`config.mk`:
```
export PLATFORM = sky130hd
export DESIGN_NAME = led_write_queue
export DESIGN_NICKNAME = d
export VERILOG_FILES = /design/src/rtl/led_queue_pkg.sv /design/src/rtl/sync_fifo.sv /design/src/rtl/led_write_queue.sv
export SDC_FILE = /design/constraint.sdc
export NUM_CORES = 1
export LEC_CHECK = 0
export ABC_AREA = 0
export CORE_MARGIN = 10
export CORE_UTILIZATION = 47
export DETAILED_ROUTE_END_ITERATION = 8
export PLACE_DENSITY = 0.75
export SLEW_MARGIN = 20
export SYNTH_ARGS = -nofsm -noshare
export SYNTH_HDL_FRONTEND = slang
export SYNTH_HIERARCHICAL = 1
export SYNTH_SLANG_ARGS = --single-unit
```
`constraint.sdc`:
```
create_clock -name clock -period 2.3 [get_ports clock]
set_input_delay 0.46 -clock clock [delete_from_list [all_inputs] [get_ports clock]]
set_output_delay 0.46 -clock clock [all_outputs]
set_load 0.005 [all_outputs]
```
`src/rtl/led_queue_pkg.sv`:
```
// Shared types and constants for the LED write queue.
// FSM state encoding, status word bit map, device busy bit index.
package led_queue_pkg;

  typedef enum logic [1:0] {
    IDLE      = 2'd0,
    ISSUE     = 2'd1,
    WAIT_ACK  = 2'd2,
    WAIT_DONE = 2'd3
  } state_e;

  localparam int ST_FULL    = 0;
  localparam int ST_EMPTY   = 1;
  localparam int ST_BUSY    = 2;
  localparam int ST_OVF     = 3;
  localparam int ST_CNT_LSB = 4;
  localparam int ST_CNT_W   = 5;

  localparam int DEV_BUSY = 0;

endpackage

```
`src/rtl/sync_fifo.sv`:
```
// Single-clock FIFO, power-of-two depth, head-of-queue data output.
// Ports: push/wdata in, pop in, full/empty/count/head out.
module sync_fifo #(
  parameter int DEPTH  = 4,
  parameter int DATA_W = 32
) (
  input  logic                     clock,
  input  logic                     reset_n,
  input  logic                     push,
  input  logic [DATA_W-1:0]        wdata,
  input  logic                     pop,
  output logic                     full,
  output logic                     empty,
  output logic [$clog2(DEPTH):0]   count,
  output logic [DATA_W-1:0]        head
);

  localparam int AW = $clog2(DEPTH);
  localparam int CW = AW + 1;

  logic [DATA_W-1:0] mem_q [DEPTH];
  logic [AW-1:0]     wptr_q;
  logic [AW-1:0]     rptr_q;
  logic [CW-1:0]     count_q;
  logic [CW-1:0]     count_d;
  logic              do_push;
  logic              do_pop;

  assign full  = (count_q == CW'(DEPTH));
  assign empty = (count_q == '0);
  assign count = count_q;
  assign head  = mem_q[rptr_q];

  // A pop in the same cycle frees a slot, so a push into a full FIFO is kept.
  assign do_pop  = pop && !empty;
  assign do_push = push && (!full || do_pop);

  always_comb begin
    count_d = count_q;
    unique case ({do_push, do_pop})
      2'b10:   count_d = count_q + CW'(1);
      2'b01:   count_d = count_q - CW'(1);
      default: count_d = count_q;
    endcase
  end

  always_ff @(posedge clock or negedge reset_n) begin
    if (!reset_n) begin
      wptr_q  <= '0;
      rptr_q  <= '0;
      count_q <= '0;
    end else begin
      if (do_push) wptr_q <= wptr_q + AW'(1);
      if (do_pop)  rptr_q <= rptr_q + AW'(1);
      count_q <= count_d;
    end
  end

  always_ff @(posedge clock) begin
    if (do_push) mem_q[wptr_q] <= wdata;
  end

endmodule

```
`src/rtl/led_write_queue.sv`:
```
// CPU store queue feeding the LED device one word per device cycle.
// Ports: wr_en/wr_data/clr_ovf from CPU, status to CPU, led_* to/from device.
module led_write_queue
  import led_queue_pkg::*;
#(
  parameter int DEPTH       = 4,
  parameter int DATA_W      = 32,
  parameter int ACK_TIMEOUT = 4
) (
  input  logic              clock,
  input  logic              reset_n,
  input  logic              wr_en,
  input  logic [DATA_W-1:0] wr_data,
  input  logic              clr_ovf,
  output logic [31:0]       status,
  output logic [DATA_W-1:0] led_data,
  output logic              led_begin,
  input  logic [31:0]       led_state
);

  localparam int CW = $clog2(DEPTH) + 1;
  localparam int TW = $clog2(ACK_TIMEOUT + 1);

  state_e            state_q;
  logic              led_begin_q;
  logic [DATA_W-1:0] led_data_q;
  logic [TW-1:0]     tmo_q;
  logic              ovf_q;
  logic              ovf_d;

  logic              dev_busy;
  logic              fifo_pop;
  logic              fifo_full;
  logic              fifo_empty;
  logic [CW-1:0]     fifo_count;
  logic [DATA_W-1:0] fifo_head;
  logic              unused_state;

  assign dev_busy     = led_state[DEV_BUSY];
  assign unused_state = ^led_state[31:1];

  // Head leaves the queue only once the device has finished with it.
  assign fifo_pop = (state_q == WAIT_DONE) && !dev_busy;

  sync_fifo #(
    .DEPTH  (DEPTH),
    .DATA_W (DATA_W)
  ) u_fifo (
    .clock   (clock),
    .reset_n (reset_n),
    .push    (wr_en),
    .wdata   (wr_data),
    .pop     (fifo_pop),
    .full    (fifo_full),
    .empty   (fifo_empty),
    .count   (fifo_count),
    .head    (fifo_head)
  );

  // New overflow wins over a simultaneous clear.
  assign ovf_d = (ovf_q && !clr_ovf)
               || (wr_en && fifo_full && !fifo_pop);

  always_ff @(posedge clock or negedge reset_n) begin
    if (!reset_n) ovf_q <= 1'b0;
    else          ovf_q <= ovf_d;
  end

  always_ff @(posedge clock or negedge reset_n) begin
    if (!reset_n) begin
      state_q     <= IDLE;
      led_begin_q <= 1'b0;
      led_data_q  <= '0;
      tmo_q       <= '0;
    end else begin
      led_begin_q <= 1'b0;
      unique case (state_q)
        IDLE: begin
          if (!fifo_empty && !dev_busy) begin
            state_q     <= ISSUE;
            led_begin_q <= 1'b1;
            led_data_q  <= fifo_head;
          end
        end
        ISSUE: begin
          state_q <= WAIT_ACK;
          tmo_q   <= '0;
        end
        WAIT_ACK: begin
          if (dev_busy || tmo_q == TW'(ACK_TIMEOUT - 1))
            state_q <= WAIT_DONE;
          else
            tmo_q <= tmo_q + TW'(1);
        end
        WAIT_DONE: begin
          if (!dev_busy) state_q <= IDLE;
        end
        default: state_q <= IDLE;
      endcase
    end
  end

  assign led_begin = led_begin_q;
  assign led_data  = led_data_q;

  always_comb begin
    status = '0;
    status[ST_FULL]  = fifo_full;
    status[ST_EMPTY] = fifo_empty;
    status[ST_BUSY]  = (state_q != IDLE);
    status[ST_OVF]   = ovf_q;
    status[ST_CNT_LSB +: ST_CNT_W] = ST_CNT_W'(fifo_count);
  end

endmodule

```
==> flow_summary.yaml, run 1 <==
drt:
  detailedRoute.firstIterationViolations: 266
  drt-vias-per-instance: 5.18
  vias: 3387
  avgRoutedWirePerCell_microns: 19.9
  ant_nets: 0
  drt-total-wl_microns: 13000
  drcViolationCount: 0
  dr.pass1.iters: 4
synth:
  synth_top_cell_area_share: 0.553
  synth.distinct_cells: 42
  yosys.area.top_type: "edfxtp_1"
  synth_most_common_cell: "edfxtp_1"
  synth_edf_count: 128
  synth-seq-cells: 174
  seq_area_frac_synth: 0.719
  synth.avg_cell_area_sq_um: 19.6
  synthArstFlopShare: 0.264
  synthFlopType: "edfxtp_1"
  syn-cell-area_sq_um: 6950
  synthCells: 355
  synthTopCellsByCount: "128 x edfxtp_1, 46 x dfrtp_1, 32 x mux4_2"
  synth_warnings: 6
  synthTopCellsByArea: "edfxtp_1 55%, dfrtp_1 17%, mux4_2 10%"
timing:
  hold_viol_final: 0
  post-route-period-util: 0.971
  drv_slew: 0
  period_needed_ps: 2230
  tightest_slew_ps: 650
  whs_ps: 54.7
  maxClockFrequency_mhz: 448
  setup_slack_ps: 66.2
  fin_skew_ps: 10.4
  setup-violations-final: 0
  slew_headroom: 0.566
placed_design:
  placedInstanceArea_sq_um: 8020
  dp_cells: 619
  pre_cts_slack_ps: -235
  port_buffers: 76
  dp.final_hpwl_microns: 8700
  gp_congestion: 0.676
finish:
  diodes: 0
  drive_gt1_frac: 0.294
  nets: 536
  final_cells: 654
  fin_area_sq_um: 8670
  synthToLayoutAreaGrowth_pct: 24.8
floorplanning:
  initial_utilization: 0.478
  core_sq_um: 14500
  dieArea_sq_um: 20000
  rows: 44
  die_height_microns: 142
  io_pins: 133
  die_w_microns: 142
cts:
  cts_buffers: 17
  clk_latency_ps: 430
  cts_hold_buf: 0
  cts.path.max_buffers: 2
  cts_tree: "yes"
  cts_sinks: 174
  clkTransAtPathRegs_ps: 60
  h-tree-depth: 4
  clockRootBuffer: "clkbuf_16"
critical_path:
  worst-setup-path-type: "reg -> out"
  startpoint_type: "flop"
  critical_path.reg2reg.startpoint: "state_q[1]"
  critPathRequiredTime_ps: 1840
  cp.arrival_ps: 1770
  path_max_fanout: 4
  cp-end-kind: "output pin"
  setup.worst_path.start: "u_fifo/count[0]"
power:
  intPower_mw: 8.17
  ir_drop_uv: 667
  comb_power_share: 0.319
  seq_power_share: 0.418
  power.switching_mw: 3.09
  p_leak_nw: 3.15
  p_clk_frac: 0.263
  power_switching_share: 0.274
  powerDensity_nw_per_um2: 1300
global_routing:
  grt.overflow.total: 0
  grt_pass1_vias: 3672
  grt_pass1_wl_microns: 20400
  grt_max_degree: 35
  antenna_found_initial: 0
  grt_use_total: 0.134
job:
  drv_cap: 0
run_status:
  status: "complete, no violations"
min_path:
  hold_path.class: "in -> async"
==> power groups by stage <==
stage / clock, mW / combinational [mW] / sequential (mW)
2_1_floorplan: 0 / 2.09 / 4.65
3_3_place_gp: 0 / 3.52 / 4.71
3_5_place_dp: 0 / 3.61 / 4.77
4_1_cts: 3.03 / 3.68 / 4.72
5_1_grt: 3.17 / 3.93 / 4.80
6_report: 2.96 / 3.59 / 4.70
==> critical path, cell delays in order (launching register included) <==
cell	delay, ps
dfrtp_2	440
nor3_2	230
buf_4	170
clkdlybuf4s50_1	510
==> metal layers <==
metal  part of all wire  vias to the layer above  GRT usage
li1                   -                     1527          -
met1               0.42                     1746      0.160
met2               0.49                      102      0.212
met3              0.082                       12     0.0577
met4              0.012                        0     0.0500
met5                  0                        -          0
==> logic make-up (layout without fill, tap and decap cells) <==
group	after synthesis	after routing	synth area share
other cells	1	25	0.000540
mux	68	68	0.162
simple gates	28	28	0.0247
xor+xnor	6	6	0.00756
fa+ha+maj	11	11	0.0209
flops	174	174	0.719
compound gates	15	15	0.0173
buf+inv	52	143	0.0477
==> final timing paths <==
| kind | slack [ps] | cells past startpoint | end |
|---|---|---|---|
| max in group asynchronous | 1660 | 2 | u_fifo/count[0] |
| worst max-delay path | 70 | 3 | status[1] |
| worst max register to register | 130 | 8 | u_fifo/count[1] |
| worst min-delay path | 50 | 1 | led_data[10] |
| min in group clock | 490 | 1 | led_data[3] |
| worst min register to register | 490 | 1 | led_data[3] |
==> area by class of cell <==
type                            instances  area (sq um)
Clock buffer                           18           439
Tap cell                              184           230
Inverter                               11          41.3
Fill cell                            1074          5860
Timing Repair Buffer                  100          1060
Multi-Input combinational cell        153          1720
Sequential cell                       174          5000
Clock inverter                         14           181
==> cell usage in the layout, fill, tap and decap left out, types with 3 or more instances in the layout <==
| cell type | Yosys | routed |
|---|---|---|
| bufinv_16 | 0 | 3 |
| buf_12 | 0 | 10 |
| conb_1 | 1 | 25 |
| nand2_1 | 4 | 4 |
| clkbuf_16 | 0 | 17 |
| nor2_1 | 6 | 6 |
| ha_1 | 10 | 10 |
| inv_1 | 11 | 11 |
| mux4_2 | 32 | 32 |
| dfrtp_1 | 46 | 41 |
| clkinv_4 | 0 | 3 |
| and2_2 | 4 | 4 |
| dfrtp_2 | 0 | 5 |
| edfxtp_1 | 128 | 128 |
| clkdlybuf4s50_1 | 0 | 74 |
| mux2_2 | 31 | 31 |
| xnor2_1 | 4 | 4 |
| buf_4 | 28 | 14 |
| nand2b_1 | 3 | 3 |
| o21ai_0 | 3 | 3 |
==> what timing repair did <==
item                                    in CTS  in global routing
gates resized for setup                      5                  1
setup buffers                                3                  0
endpoints found under the setup margin       2                  1
pin swaps                                    0                  0
==> state kept, by name, indices dropped and copies added, names as in the netlist <==
signal         cells
u_fifo/rptr_q      2
led_begin          1
state_q            2
led_data          32
u_fifo/count       3
ovf_q              1
u_fifo/mem_q     128
tmo_q              3
u_fifo/wptr_q      2
==> metrics by stage <==
stage          TNS (ps)  power (mW)  utilization
2_1_floorplan         0        6.74            -
3_3_place_gp       -224        8.24        0.552
3_5_place_dp       -361        8.38        0.552
4_1_cts               0        11.4        0.596
5_1_grt           -15.3        11.9        0.597
6_report              0        11.3        0.597
No activity file was read; power rests on OpenSTA's default activity.
==> run 2, diff against run 1 <==
SLEW_MARGIN = default   (was 20)
==> results of run 2 <==
No change in the layout: final DEF, timing and power equal those of run 1.
==> run 3, diff against run 2 <==
CORE_ASPECT_RATIO = 1.25   (was default)
RECOVER_POWER = 25   (was default)
==> flow_summary.yaml, run 3 (synthesized netlist as in run 1, its figures left out) <==
run_status:
  status: "complete, no violations"
finish:
  post-route-util: 0.596
  layout_common_cells: "128 x edfxtp_1, 58 x clkdlybuf4s50_1, 41 x dfrtp_1"
  largest_reg_flops: 128
  layout_commonest_cell: "edfxtp_1"
  final_cells: 651
  drive_gt1_frac: 0.291
  synthToLayoutAreaGrowth_pct: 24.0
  nets: 537
  regMostFlops: "u_fifo/mem_q"
timing:
  maxClockFrequency_mhz: 450
  setup-violations-final: 0
  post-route-period-util: 0.966
  drv_slew: 0
  tightest_slew_ps: 1200
  period_needed_ps: 2220
  fin_skew_ps: 9.67
  slew_headroom: 0.199
  hold_viol_final: 0
critical_path:
  critPathRequiredTime_ps: 1840
  cp_cell_sequence: "nor3_2 -> buf_4 -> clkdlybuf4s50_1"
  r2r_slack_ps: 130
  startpoint_type: "flop"
  timing.critical_path.slowest_cell_delay_ps: 500
  setup.worst_path.start: "u_fifo/count[0]"
  worst-setup-path-type: "reg -> out"
  critical_path.reg2reg.startpoint: "state_q[1]"
  rr_worst_depth: 8
  critPathCapture: "status[1]"
  critPathSlowestCell: "clkdlybuf4s50_1"
  r2r_end: "u_fifo/count[1]"
  path_max_fanout: 4
  cp.arrival_ps: 1760
  cp-end-kind: "output pin"
placed_design:
  dp.final_hpwl_microns: 8150
  gp_congestion: 0.749
  dp_cells: 610
  port_buffers: 76
cts:
  clkTransAtPathRegs_ps: 60
  cts_sinks: 174
  cts_buffers: 17
  clockRootBuffer: "clkbuf_16"
  h-tree-depth: 4
  clk_latency_ps: 420
  cts_tree: "yes"
  cts.path.max_buffers: 2
floorplanning:
  core_sq_um: 14500
  initial_utilization: 0.480
  io_pins: 133
  die_w_microns: 129
  die_height_microns: 156
  rows: 49
  dieArea_sq_um: 20100
global_routing:
  globalRouteMet1Util: 0.154
  gr-max-usage-layer: "met2"
  grt_pass1_vias: 3746
  grt.overflow.total: 0
  grt_pass1_wl_microns: 20600
  antenna_found_initial: 2
  grt_use_total: 0.136
  grt_max_degree: 34
  use_met3: 0.0360
  use_met2: 0.236
drt:
  drcViolationCount: 0
  vias: 3451
  ant_nets: 0
  drt-vias-per-instance: 5.30
  detailedRoute.firstIterationViolations: 176
  dr.pass1.iters: 6
  avgRoutedWirePerCell_microns: 19.9
  drt-total-wl_microns: 13000
min_path:
  hold_path.class: "in -> async"
power:
  p_leak_nw: 3.13
  powerDensity_nw_per_um2: 1300
  ir_drop_uv: 510
job:
  drv_cap: 0
run 3: final cells by class:
| cell class | instances | area [sq um] |
|---|---|---|
| Fill cell | 1046 | 5850 |
| Sequential cell | 174 | 5000 |
| Multi-Input combinational cell | 153 | 1720 |
| Timing Repair Buffer | 101 | 1040 |
| Clock buffer | 18 | 429 |
| Tap cell | 178 | 223 |
| Clock inverter | 14 | 156 |
| Inverter | 11 | 41.3 |
| Antenna cell | 2 | 5.00 |
run 3: through the flow:
step	total power [mW]	setup TNS, ps	worst slack [ps]	instance area (sq um)	hold slack, ps
after detailed placement	8.36	-349	-231	7980	477
final	11.2	0	77.5	8620	269
after global placement	8.23	-242	-185	7980	473
after global routing	11.8	-28.8	-28.8	8620	353
after floorplan	6.74	0	78.9	7040	164
after CTS	11.3	0	18.1	8590	21.0
run 3: critical path: cells and delay by family, from the launching register on:
| kind | cells | cell delay [ps] |
|---|---|---|
| buffers and inverters | 2 | 680 |
| flip-flops | 1 | 430 |
| AND/OR/NAND/NOR | 1 | 240 |
run 3: metal layers:
layer / routed length (microns) / vias up
met5: 0 / -
met4: 226 / 0
met3: 688 / 18
met2: 6990 / 100
met1: 5050 / 1812
li1: - / 1521
run 3: how the worst min path moves through the flow:
stage | start | to | cells past startpoint
2_1_floorplan | reset_n | led_begin | 0
3_3_place_gp | reset_n | led_data[27] | 1
3_5_place_dp | reset_n | led_data[27] | 1
4_1_cts | reset_n | led_data[27] | 1
5_1_grt | reset_n | led_data[14] | 1
6_report | reset_n | led_data[27] | 1
run 3: report_power, final:
group / leakage [nW] / total, mW / internal, mW / switching (mW)
Combinational: 1.13 / 3.60 / 2.14 / 1.45
Clock: 0.282 / 2.82 / 1.62 / 1.20
Sequential: 1.72 / 4.76 / 4.30 / 0.463
Total: 3.13 / 11.2 / 8.06 / 3.12
run 3: timing repair:
item / 4_1_cts / 5_1_grt
hold buffers: 0 / 0
endpoints found under the setup margin: 2 / 2
buffers inserted: 3 / 4
gates resized for setup: 5 / 3
pin swaps: 0 / 3
